<file path="src/rtl/bt_cmd_rx_if.sv">
// Bluetooth command receiver bus: serial line in, received byte and decoded command strobes out.
// master = receiver side, slave = consumer side.
interface bt_cmd_rx_if #(
   parameter int unsigned TRACK_W = 4,
   parameter int unsigned VOL_W   = 4
);
   logic               UART_RXD;
   logic [7:0]         RXD_DATA;
   logic               RXD_VALID;
   logic               FRAME_ERR;
   logic               PREV;
   logic               NEXT;
   logic               UP;
   logic               DOWN;
   logic               JUMP;
   logic [TRACK_W-1:0] JUMP_TRACK;
   logic [VOL_W-1:0]   VOLUME;
   logic               CMD_ERR;

   modport master (
      input  UART_RXD,
      output RXD_DATA, RXD_VALID, FRAME_ERR, PREV, NEXT, UP, DOWN,
             JUMP, JUMP_TRACK, VOLUME, CMD_ERR
   );

   modport slave (
      output UART_RXD,
      input  RXD_DATA, RXD_VALID, FRAME_ERR, PREV, NEXT, UP, DOWN,
             JUMP, JUMP_TRACK, VOLUME, CMD_ERR
   );
endinterface

</file>
<file path="src/rtl/bt_cmd_rx.sv">
// 16x-oversampled UART receiver feeding a byte-framed command decoder that emits
// single-cycle transport/volume/jump strobes and keeps a saturating volume register.
module bt_cmd_rx #(
   parameter int unsigned CLK_HZ      = 100000000,
   parameter int unsigned BAUD        = 9600,
   parameter int unsigned NUM_TRACKS  = 8,
   parameter int unsigned TRACK_W     = 4,
   parameter int unsigned VOL_W       = 4,
   parameter int unsigned VOL_MAX     = 15,
   parameter int unsigned VOL_RST     = 8,
   parameter int unsigned TIMEOUT_CYC = 1000000
) (
   input  logic        CLK,
   input  logic        RST,
   bt_cmd_rx_if.master bus
);
   localparam int unsigned DIV   = CLK_HZ / (BAUD * 16);
   localparam int unsigned DIV_W = (DIV > 1) ? $clog2(DIV) : 1;
   localparam int unsigned TO_W  = $clog2(TIMEOUT_CYC + 1);

   localparam logic [DIV_W-1:0] DIV_LAST  = DIV_W'(DIV - 1);
   localparam logic [TO_W-1:0]  TO_LAST   = TO_W'(TIMEOUT_CYC - 1);
   localparam logic [VOL_W-1:0] VOL_MAX_V = VOL_W'(VOL_MAX);
   localparam logic [VOL_W-1:0] VOL_RST_V = VOL_W'(VOL_RST);
   localparam logic [7:0]       VOL_MAX_B = 8'(VOL_MAX);
   localparam logic [3:0]       NTRK      = 4'(NUM_TRACKS);

   typedef enum logic [1:0] {R_IDLE, R_START, R_DATA, R_STOP} rx_state_t;
   typedef enum logic       {D_IDLE, D_ARG} dec_state_t;

   // ---------------- receiver ----------------
   logic             rxd_meta, rxd_sync;
   logic [DIV_W-1:0] div_cnt;
   logic             tick, div_clr;
   rx_state_t        rx_state, rx_state_n;
   logic [3:0]       tick_cnt, tick_cnt_n;
   logic [2:0]       bit_cnt, bit_cnt_n;
   logic [7:0]       shift_q, shift_n;
   logic [7:0]       rxd_data_q, rxd_data_n;
   logic             rxd_valid_q, rxd_valid_n;
   logic             frame_err_q, frame_err_n;

   always_ff @(posedge CLK) begin
      if (RST) begin
         rxd_meta <= 1'b1;
         rxd_sync <= 1'b1;
      end else begin
         rxd_meta <= bus.UART_RXD;
         rxd_sync <= rxd_meta;
      end
   end

   // Divider restarts on a start edge so ticks stay phase-aligned to the frame
   always_ff @(posedge CLK) begin
      if (RST || div_clr || div_cnt == DIV_LAST) div_cnt <= '0;
      else                                       div_cnt <= div_cnt + DIV_W'(1);
   end
   assign tick = (div_cnt == DIV_LAST);

   always_ff @(posedge CLK) begin
      if (RST) begin
         rx_state    <= R_IDLE;
         tick_cnt    <= '0;
         bit_cnt     <= '0;
         shift_q     <= '0;
         rxd_data_q  <= '0;
         rxd_valid_q <= 1'b0;
         frame_err_q <= 1'b0;
      end else begin
         rx_state    <= rx_state_n;
         tick_cnt    <= tick_cnt_n;
         bit_cnt     <= bit_cnt_n;
         shift_q     <= shift_n;
         rxd_data_q  <= rxd_data_n;
         rxd_valid_q <= rxd_valid_n;
         frame_err_q <= frame_err_n;
      end
   end

   always_comb begin
      rx_state_n  = rx_state;
      tick_cnt_n  = tick_cnt;
      bit_cnt_n   = bit_cnt;
      shift_n     = shift_q;
      rxd_data_n  = rxd_data_q;
      rxd_valid_n = 1'b0;
      frame_err_n = 1'b0;
      div_clr     = 1'b0;
      case (rx_state)
         R_IDLE: begin
            if (!rxd_sync) begin
               rx_state_n = R_START;
               tick_cnt_n = '0;
               div_clr    = 1'b1;
            end
         end
         R_START: begin
            if (tick) begin
               if (tick_cnt == 4'd7) begin
                  tick_cnt_n = '0;
                  bit_cnt_n  = '0;
                  rx_state_n = rxd_sync ? R_IDLE : R_DATA;
               end else begin
                  tick_cnt_n = tick_cnt + 4'd1;
               end
            end
         end
         R_DATA: begin
            if (tick) begin
               tick_cnt_n = tick_cnt + 4'd1;
               if (tick_cnt == 4'd15) begin
                  shift_n   = {rxd_sync, shift_q[7:1]};
                  bit_cnt_n = bit_cnt + 3'd1;
                  if (bit_cnt == 3'd7) rx_state_n = R_STOP;
               end
            end
         end
         R_STOP: begin
            if (tick) begin
               tick_cnt_n = tick_cnt + 4'd1;
               if (tick_cnt == 4'd15) begin
                  rx_state_n = R_IDLE;
                  if (rxd_sync) begin
                     rxd_data_n  = shift_q;
                     rxd_valid_n = 1'b1;
                  end else begin
                     frame_err_n = 1'b1;
                  end
               end
            end
         end
         default: rx_state_n = R_IDLE;
      endcase
   end

   // ---------------- decoder ----------------
   dec_state_t         dec_state, dec_state_n;
   logic [TO_W-1:0]    to_cnt, to_cnt_n;
   logic [VOL_W-1:0]   vol_q, vol_n;
   logic [TRACK_W-1:0] jtrack_q, jtrack_n;
   logic prev_q, next_q, up_q, down_q, jump_q, err_q;
   logic prev_n, next_n, up_n, down_n, jump_n, err_n;

   always_ff @(posedge CLK) begin
      if (RST) begin
         dec_state <= D_IDLE;
         to_cnt    <= '0;
         vol_q     <= VOL_RST_V;
         jtrack_q  <= '0;
         prev_q    <= 1'b0;
         next_q    <= 1'b0;
         up_q      <= 1'b0;
         down_q    <= 1'b0;
         jump_q    <= 1'b0;
         err_q     <= 1'b0;
      end else begin
         dec_state <= dec_state_n;
         to_cnt    <= to_cnt_n;
         vol_q     <= vol_n;
         jtrack_q  <= jtrack_n;
         prev_q    <= prev_n;
         next_q    <= next_n;
         up_q      <= up_n;
         down_q    <= down_n;
         jump_q    <= jump_n;
         err_q     <= err_n;
      end
   end

   always_comb begin
      dec_state_n = dec_state;
      to_cnt_n    = to_cnt;
      vol_n       = vol_q;
      jtrack_n    = jtrack_q;
      prev_n      = 1'b0;
      next_n      = 1'b0;
      up_n        = 1'b0;
      down_n      = 1'b0;
      jump_n      = 1'b0;
      err_n       = 1'b0;
      case (dec_state)
         D_IDLE: begin
            if (rxd_valid_q) begin
               case (rxd_data_q)
                  8'h55: prev_n = 1'b1;
                  8'h5A: next_n = 1'b1;
                  8'hA5: begin
                     if (vol_q < VOL_MAX_V) begin
                        vol_n = vol_q + VOL_W'(1);
                        up_n  = 1'b1;
                     end else begin
                        err_n = 1'b1;
                     end
                  end
                  8'hAA: begin
                     if (vol_q != '0) begin
                        vol_n  = vol_q - VOL_W'(1);
                        down_n = 1'b1;
                     end else begin
                        err_n = 1'b1;
                     end
                  end
                  8'hC0: begin
                     dec_state_n = D_ARG;
                     to_cnt_n    = '0;
                  end
                  default: begin
                     // 0x91..0x9F carry a one-based track number in the low nibble
                     if (rxd_data_q[7:4] == 4'h9 && rxd_data_q[3:0] != 4'h0 &&
                         rxd_data_q[3:0] <= NTRK) begin
                        jtrack_n = TRACK_W'(rxd_data_q[3:0] - 4'd1);
                        jump_n   = 1'b1;
                     end else begin
                        err_n = 1'b1;
                     end
                  end
               endcase
            end
         end
         D_ARG: begin
            // An argument byte wins over a timeout landing on the same cycle
            if (rxd_valid_q) begin
               vol_n       = (rxd_data_q > VOL_MAX_B) ? VOL_MAX_V : VOL_W'(rxd_data_q);
               dec_state_n = D_IDLE;
            end else if (to_cnt == TO_LAST) begin
               err_n       = 1'b1;
               dec_state_n = D_IDLE;
            end else begin
               to_cnt_n = to_cnt + TO_W'(1);
            end
         end
         default: dec_state_n = D_IDLE;
      endcase
   end

   assign bus.RXD_DATA   = rxd_data_q;
   assign bus.RXD_VALID  = rxd_valid_q;
   assign bus.FRAME_ERR  = frame_err_q;
   assign bus.PREV       = prev_q;
   assign bus.NEXT       = next_q;
   assign bus.UP         = up_q;
   assign bus.DOWN       = down_q;
   assign bus.JUMP       = jump_q;
   assign bus.JUMP_TRACK = jtrack_q;
   assign bus.VOLUME     = vol_q;
   assign bus.CMD_ERR    = err_q;
endmodule

</file>
<file path="src/flat_wrapper.sv">
// flat-port wrapper written by rule: the top's interface ports become plain ports
module bt_cmd_rx_flat 
#(
   parameter int unsigned CLK_HZ      = 100000000,
   parameter int unsigned BAUD        = 9600,
   parameter int unsigned NUM_TRACKS  = 8,
   parameter int unsigned TRACK_W     = 4,
   parameter int unsigned VOL_W       = 4,
   parameter int unsigned VOL_MAX     = 15,
   parameter int unsigned VOL_RST     = 8,
   parameter int unsigned TIMEOUT_CYC = 1000000
)
  (CLK, RST, bus_UART_RXD, bus_RXD_DATA, bus_RXD_VALID, bus_FRAME_ERR, bus_PREV, bus_NEXT, bus_UP, bus_DOWN, bus_JUMP, bus_JUMP_TRACK, bus_VOLUME, bus_CMD_ERR);
  bt_cmd_rx_if #(.TRACK_W(TRACK_W), .VOL_W(VOL_W)) bus_i ();
  input  logic CLK;
  input  logic RST;
  input wire logic [$bits(bus_i.UART_RXD)-1:0] bus_UART_RXD;
  output wire logic [$bits(bus_i.RXD_DATA)-1:0] bus_RXD_DATA;
  output wire logic [$bits(bus_i.RXD_VALID)-1:0] bus_RXD_VALID;
  output wire logic [$bits(bus_i.FRAME_ERR)-1:0] bus_FRAME_ERR;
  output wire logic [$bits(bus_i.PREV)-1:0] bus_PREV;
  output wire logic [$bits(bus_i.NEXT)-1:0] bus_NEXT;
  output wire logic [$bits(bus_i.UP)-1:0] bus_UP;
  output wire logic [$bits(bus_i.DOWN)-1:0] bus_DOWN;
  output wire logic [$bits(bus_i.JUMP)-1:0] bus_JUMP;
  output wire logic [$bits(bus_i.JUMP_TRACK)-1:0] bus_JUMP_TRACK;
  output wire logic [$bits(bus_i.VOLUME)-1:0] bus_VOLUME;
  output wire logic [$bits(bus_i.CMD_ERR)-1:0] bus_CMD_ERR;
  assign bus_i.UART_RXD = bus_UART_RXD;
  assign bus_RXD_DATA = bus_i.RXD_DATA;
  assign bus_RXD_VALID = bus_i.RXD_VALID;
  assign bus_FRAME_ERR = bus_i.FRAME_ERR;
  assign bus_PREV = bus_i.PREV;
  assign bus_NEXT = bus_i.NEXT;
  assign bus_UP = bus_i.UP;
  assign bus_DOWN = bus_i.DOWN;
  assign bus_JUMP = bus_i.JUMP;
  assign bus_JUMP_TRACK = bus_i.JUMP_TRACK;
  assign bus_VOLUME = bus_i.VOLUME;
  assign bus_CMD_ERR = bus_i.CMD_ERR;
  bt_cmd_rx #(.CLK_HZ(CLK_HZ), .BAUD(BAUD), .NUM_TRACKS(NUM_TRACKS), .TRACK_W(TRACK_W), .VOL_W(VOL_W), .VOL_MAX(VOL_MAX), .VOL_RST(VOL_RST), .TIMEOUT_CYC(TIMEOUT_CYC)) u_core (.CLK(CLK), .RST(RST), .bus(bus_i));
endmodule
</file>
<file path="config.mk">
export PLATFORM = sky130hd
export DESIGN_NAME = bt_cmd_rx_flat
export DESIGN_NICKNAME = d
export VERILOG_FILES = /design/src/rtl/bt_cmd_rx_if.sv /design/src/rtl/bt_cmd_rx.sv /design/src/flat_wrapper.sv
export SDC_FILE = /design/constraint.sdc
export NUM_CORES = 1
export LEC_CHECK = 0
export BUFFER_PORTS_ARGS = -buffer_cell sky130_fd_sc_hd__buf_2
export CAP_MARGIN = 20
export CORE_MARGIN = 2
export CORE_UTILIZATION = 35
export CTS_CLUSTER_DIAMETER = 120
export DETAILED_ROUTE_END_ITERATION = 8
export PLACE_DENSITY = 0.62
export SLEW_MARGIN = 10
export SYNTH_ARGS = -nofsm -noshare
export SYNTH_HDL_FRONTEND = slang
export SYNTH_SLANG_ARGS = --single-unit
</file>
<file path="constraint.sdc">
create_clock -name CLK -period 3.1 [get_ports CLK]
set_input_delay 0.31 -clock CLK [delete_from_list [all_inputs] [get_ports CLK]]
set_output_delay 0.31 -clock CLK [all_outputs]
set_load 0.1 [all_outputs]
</file>
Word-level counts from Yosys, hierarchy flattened --
Cells that the tools add are included.
Operators by class: add/subtract/negate cells 7, equal/unequal tests 31, divide/modulo/power cells 0, magnitude comparators 3, shifts and indexed selects 0, mux-type cells 53, multipliers 0, reduce and logical (&&, ||, !) cells 24, bitwise gates (word level) 8
Operators by type and width (count):
- 2-to-1 mux 20 bit | 4
- one-hot mux 20 bit (2 select lines) | 1
- 2-to-1 mux 4 bit | 9
- equality test 8 bit, second input constant | 3
- adder 20 x 1 -> 20 bit, second input constant | 1
- equality test 20 bit, second input constant | 1
- != test 2 x 1 -> 1 bit, second input constant | 10
- 2-to-1 mux 1 bit | 18
- 2-to-1 mux 2 bit | 9
- equality test 8 x 7 -> 1 bit, second input constant | 2
- one-hot mux 4 bit (2 select lines) | 2
- 2-to-1 mux 3 bit | 4
- one-hot mux 4 bit (3 select lines) | 1
- AND reduction 4 bit | 3
- OR reduction 4 bit | 3
- adder 10 x 1 -> 10 bit, second input constant | 1
- equality test 10 bit, second input constant | 1
- AND reduction 5 bit | 2
- adder 4 x 1 -> 4 bit, second input constant | 2
- equality test 4 bit, second input constant | 2
- greater-than comparator 8 x 4 -> 1 bit, second input constant | 1
- != test 2 bit, second input constant | 4
- inverter 1 bit | 8
- one-hot mux 2 bit (4 select lines) | 1
- other kinds (24) | 33
Storage, ports and cells: flip-flop bits (word level) 74, ROM bits 0, word-level logic and storage cells 146, memory bits (writable) 0, output and inout bits 24, latch bits 0, memories kept 0

Depth between registers and ports, before layout --
word-level depth 7, depth in mapped cells 11, gate-level depth less buffers 11

Worst setup path before layout --
Ideal clock, no wire load.
path type register to register, start point register u_core.rxd_data_q[0] (netlist: u_core.bus.RXD_DATA[0]), end point register u_core.vol_q[2] (netlist: u_core.bus.VOLUME[2]), setup time 116 ps, cell stages (with the launch flop) 12, path slack 169 ps, data arrival time 2815 ps, cells stage by stage dfxtp_1 inv_1 ha_1 and3b_1 nand2_1 xnor2_1 ha_1 nor2_1 or3_1 a21oi_1 nor4_1 a31o_2
On the way: longest elaborated chain between the ends 4
RTL lines:
- start, declared | RTL line bt_cmd_rx.sv:39 | logic [7:0] rxd_data_q, rxd_data_n;
- start signal, assigned | RTL line bt_cmd_rx.sv:74 | rxd_data_q <= rxd_data_n;
- greater-than comparator 8 x 4 -> 1 bit / equality test 8 bit (equally long branches) | RTL line bt_cmd_rx.sv:223, bt_cmd_rx.sv:184
- 2-to-1 mux 4 bit / one-hot mux 4 bit (2 select lines) (equally long branches) | RTL line bt_cmd_rx.sv:223, bt_cmd_rx.sv:184
- 2-to-1 mux 4 bit (on tied branches) | RTL line bt_cmd_rx.sv:222, bt_cmd_rx.sv:183
- one-hot mux 4 bit (2 select lines) | RTL line bt_cmd_rx.sv:181 | case (dec_state)
- end signal, assigned | RTL line bt_cmd_rx.sv:159 | vol_q <= vol_n;
- end, declared | RTL line bt_cmd_rx.sv:139 | logic [VOL_W-1:0] vol_q, vol_n;
Parallel ways exist; a longest one is shown, timed or not. The select of a mux whose other input is x is not followed. A chain may end at the register's enable or synchronous reset.

Final worst setup path --
Same ends and word-level chain as after synthesis.

==> impl_metrics.sql <==
INSERT INTO impl_metrics (metric_group, metric, value, unit) VALUES
('yosys', 'yosys-mux-area-fraction', '3.806', '%'),
('timing', 'tightestPinTransition', '734.1', 'ps'),
('cts', 'cts-hold-fix-buffers', '0', ''),
('setup_path', 'worstSetupStartpointType', 'flip-flop', ''),
('setup_path', 'data_arrival_time_of_the_critical_path', '2550', 'ps'),
('yosys', 'postSynthCellCount', '425', ''),
('route', 'detail_route.vias_per_cell', '5.248', ''),
('power_and_ir_drop', 'p_total', '1.907', 'mW'),
('yosys', 'synth.yosys.warnings', '0', ''),
('yosys', 'largest_family_of_logic_cells_by_synthesized_area', 'simple AND/OR/NAND/NOR gates', ''),
('global_routing', 'number_of_global_route_vias_before_repair', '2785', ''),
('timing', 'max-slew-margin-rel', '50.61', '%'),
('yosys', 'synth_seq_cells', '74', ''),
('global_routing', 'grt_usage', '13.71', '%'),
('cts', 'htreeDepth', '3', ''),
('yosys', 'ys_top_cells_by_count', '74 x sky130_fd_sc_hd__dfxtp_1, 47 x sky130_fd_sc_hd__nor2_1, 36 x sky130_fd_sc_hd__a21oi_1', ''),
('power_and_ir_drop', 'p_leak', '1.503', 'nW'),
('run_status', 'result_of_the_run', 'finished clean', ''),
('route', 'routed-via-count', '3070', ''),
('yosys', 'post_synth_num_cell_types', '65', ''),
('timing', 'report.final.slew_viol_count', '0', ''),
('floorplanning', 'coreArea', '10320', 'sq um'),
('yosys', 'post_synth_instance_area', '3715', 'sq um'),
('timing', 'final.setup_skew', '9.801', 'ps'),
('global_routing', 'grt_max_degree', '43', ''),
('setup_path', 'crit_path_max_fanout', '6', ''),
('cts', 'clock_insertion_delay_worst_skew', '340', 'ps'),
('floorplanning', 'core.rowCount', '37', ''),
('floorplanning', 'starting_density', '35.98', '%'),
('global_routing', 'grt_first_pass_wirelength', '12770', 'um'),
('cts', 'clkSinkCount', '74', ''),
('yosys', 'dominantRegCellSynth', 'sky130_fd_sc_hd__dfxtp_1', ''),
('cts', 'tritoncts', 'done', ''),
('route', 'drtAntennaViolNets', '0', ''),
('route', 'postRouteWirelength', '7557', 'um'),
('min_path', 'min-delay-path-class', 'in -> reg', ''),
('yosys', 'syn_avg_cell_area', '8.741', 'sq um'),
('cts', 'post_cts_resize_count', '0', ''),
('route', 'average_routed_wire_per_standard_cell', '12.92', 'um'),
('cells_and_area', 'layout.nets', '458', ''),
('route', 'detailedRoute.firstIterationViolations', '85', ''),
('floorplanning', 'floorplan.die.width', '107.0', 'um'),
('global_routing', 'antenna_found_initial', '0', ''),
('floorplanning', 'io-pin-count', '27', ''),
('yosys', 'mappedNetlistNets', '439', ''),
('timing', 'fmax', '431.4', 'MHz'),
('timing', 'layout_min_cycle_time', '2318', 'ps'),
('yosys', 'netlist.top_cell.by_area', 'sky130_fd_sc_hd__dfxtp_1', ''),
('yosys', 'post_synth_fa_ha_maj_area_fraction', '3.705', '%'),
('yosys', 'count_of_flip_flops_with_a_built_in_enable_after_synthesis', '0', ''),
('yosys', 'proportion_of_synthesized_chip_area_in_sequential_cells', '39.88', '%'),
('placement', 'place.detailed.hpwl', '5408', 'um'),
('yosys', 'asyncSetResetFlopFracSynth', '0', '%'),
('yosys', 'yosys.cell_count.top_type', 'sky130_fd_sc_hd__dfxtp_1', ''),
('global_routing', 'global_route.overflow_total', '0', ''),
('setup_path', 'end_kind', 'flip-flop', ''),
('yosys', 'share_of_the_synthesized_area_in_the_top_cell_type', '39.88', '%'),
('yosys', 'synth.top_cells.by_area', 'sky130_fd_sc_hd__dfxtp_1 40%, sky130_fd_sc_hd__a21oi_1 4.9%, sky130_fd_sc_hd__nor2_1 4.7%', ''),
('power_and_ir_drop', 'power_density', '458.5', 'nW/um^2'),
('cells_and_area', 'fraction_of_layout_instances_using_a_drive_strength_above_1', '16.48', '%'),
('setup_path', 'cp_data_required_time', '3330', 'ps'),
('yosys', 'synth-compound-area-share', '16.81', '%'),
('yosys', 'parity_gate_share_of_the_synthesized_area_counting_xor_and_xnor_cells', '3.065', '%'),
('cts', 'clock_slew_seen_by_the_registers_of_the_worst_setup_and_hold_paths', '80', 'ps'),
('timing', 'rsz0062_at_grt', 'no', ''),
('job', 'drv.max_cap_violation_count', '0', ''),
('route', 'detailedRoute.firstPassIterationCount', '4', ''),
('cells_and_area', 'area.growth.synth_to_final', '11.96', '%'),
('cts', 'clk_root_buffer_cell', 'sky130_fd_sc_hd__clkbuf_8', ''),
('placement', 'buffer_ports.inserted', '26', ''),
('timing', 'fin_tns_setup', '0', 'ps');
[where the power goes]
| part | switching, mW | internal, mW |
|---|---|---|
| Sequential | 0.0120 | 0.958 |
| Combinational | 0.0437 | 0.0226 |
| Clock | 0.353 | 0.518 |
[metrics by stage]
stage | cells | instance area, sq um | hold WS (ps) | utilization (%) | setup WS (ps)
4_1_cts | 585 | 4159 | 136.9 | 40.29 | 779.3
2_1_floorplan | 425 | 3715 | 389.5 | - | 169.1
3_5_place_dp | 569 | 3921 | 404.5 | 37.98 | 797.7
3_3_place_gp | 569 | 3921 | 394.8 | 37.98 | 865.0
6_report | 585 | 4159 | 154.0 | 40.29 | 781.7
5_1_grt | 585 | 4159 | 138.5 | 40.29 | 585.5
[logic make-up after synthesis]
family                   after synthesis
AO/OA/AOI/OAI                         95
multiplexers                          14
flip-flops                            74
buffers and inverters                 31
AND/OR/NAND/NOR                      187
XOR/XNOR                              13
adder cells (fa/ha/maj)               11
[registers in the layout (all words and copies together), names as in the netlist, named ones only]
signal                 flops
u_core.bus.VOLUME          4
u_core.shift_q             8
u_core.bus.JUMP_TRACK      4
u_core.bus.CMD_ERR         1
u_core.rxd_sync            1
u_core.bus.UP              1
u_core.bus.NEXT            1
u_core.dec_state           1
u_core.rx_state            1
u_core.bus.RXD_DATA        8
u_core.bit_cnt             3
u_core.bus.DOWN            1
u_core.bus.PREV            1
u_core.bus.RXD_VALID       1
u_core.div_cnt            10
u_core.bus.FRAME_ERR       1
u_core.rxd_meta            1
u_core.to_cnt             20
u_core.tick_cnt            4
u_core.bus.JUMP            1
[critical path, stage by stage, from the launching register on]
cell and delay (ps):
sky130_fd_sc_hd__dfxtp_1 410, sky130_fd_sc_hd__inv_1 120, sky130_fd_sc_hd__ha_1 220, sky130_fd_sc_hd__and3b_1 210, sky130_fd_sc_hd__nand2_1 130, sky130_fd_sc_hd__xnor2_1 80
sky130_fd_sc_hd__ha_1 220, sky130_fd_sc_hd__or2_2 270, sky130_fd_sc_hd__a211oi_1 260, sky130_fd_sc_hd__nor4_1 80, sky130_fd_sc_hd__a31o_2 210
[layout make-up]
cell class              count  area, sq um
multi-input cells         320         2087
inverters                  12        45.04
clock buffers              12        165.2
well taps                 136        170.2
clock inverters             4        72.57
repair buffers             27        137.6
flip-flops and latches     74         1481
fillers                  1061         6165
[cells in the final DEF (no fill, tap or decap), types with 6 or more instances in the layout]
cell type                  count
sky130_fd_sc_hd__mux2i_1      13
sky130_fd_sc_hd__nor2_1       47
sky130_fd_sc_hd__and3_1        8
sky130_fd_sc_hd__ha_1         11
sky130_fd_sc_hd__dfxtp_1      74
sky130_fd_sc_hd__nand4_1       7
sky130_fd_sc_hd__inv_1        12
sky130_fd_sc_hd__xnor2_1       6
sky130_fd_sc_hd__or3_1         9
sky130_fd_sc_hd__a31o_2        6
sky130_fd_sc_hd__o21ai_0      15
sky130_fd_sc_hd__a21oi_1      36
sky130_fd_sc_hd__nand2_1      32
sky130_fd_sc_hd__nand3_1      24
sky130_fd_sc_hd__buf_2        26
sky130_fd_sc_hd__clkbuf_8     12
sky130_fd_sc_hd__xor2_1        7
[metal layers]
layer,up-vias,global-route usage (%),share of wire [%]
li1,1573,-,-
met1,1439,17.50,49
met2,49,22.60,47
met3,9,3.404,3.0
met4,0,4.453,1.2
met5,-,0,0
[worst paths after layout]
path	start	endpoint	slack, ps	cells after the start
worst min register to register	u_core.rxd_meta$_SDFF_PP1_	u_core.rxd_sync$_SDFF_PP1_	410	1
worst max register to register	u_core.bus.RXD_DATA[0]$_SDFFE_PP0P_	u_core.bus.VOLUME[2]$_SDFFE_PP0P_	780	10
worst min-delay path	bus_UART_RXD	u_core.rxd_meta$_SDFF_PP1_	150	2
worst max-delay path	u_core.bus.RXD_DATA[0]$_SDFFE_PP0P_	u_core.bus.VOLUME[2]$_SDFFE_PP0P_	780	10
Note: power is estimated with default switching activity, not from simulation.
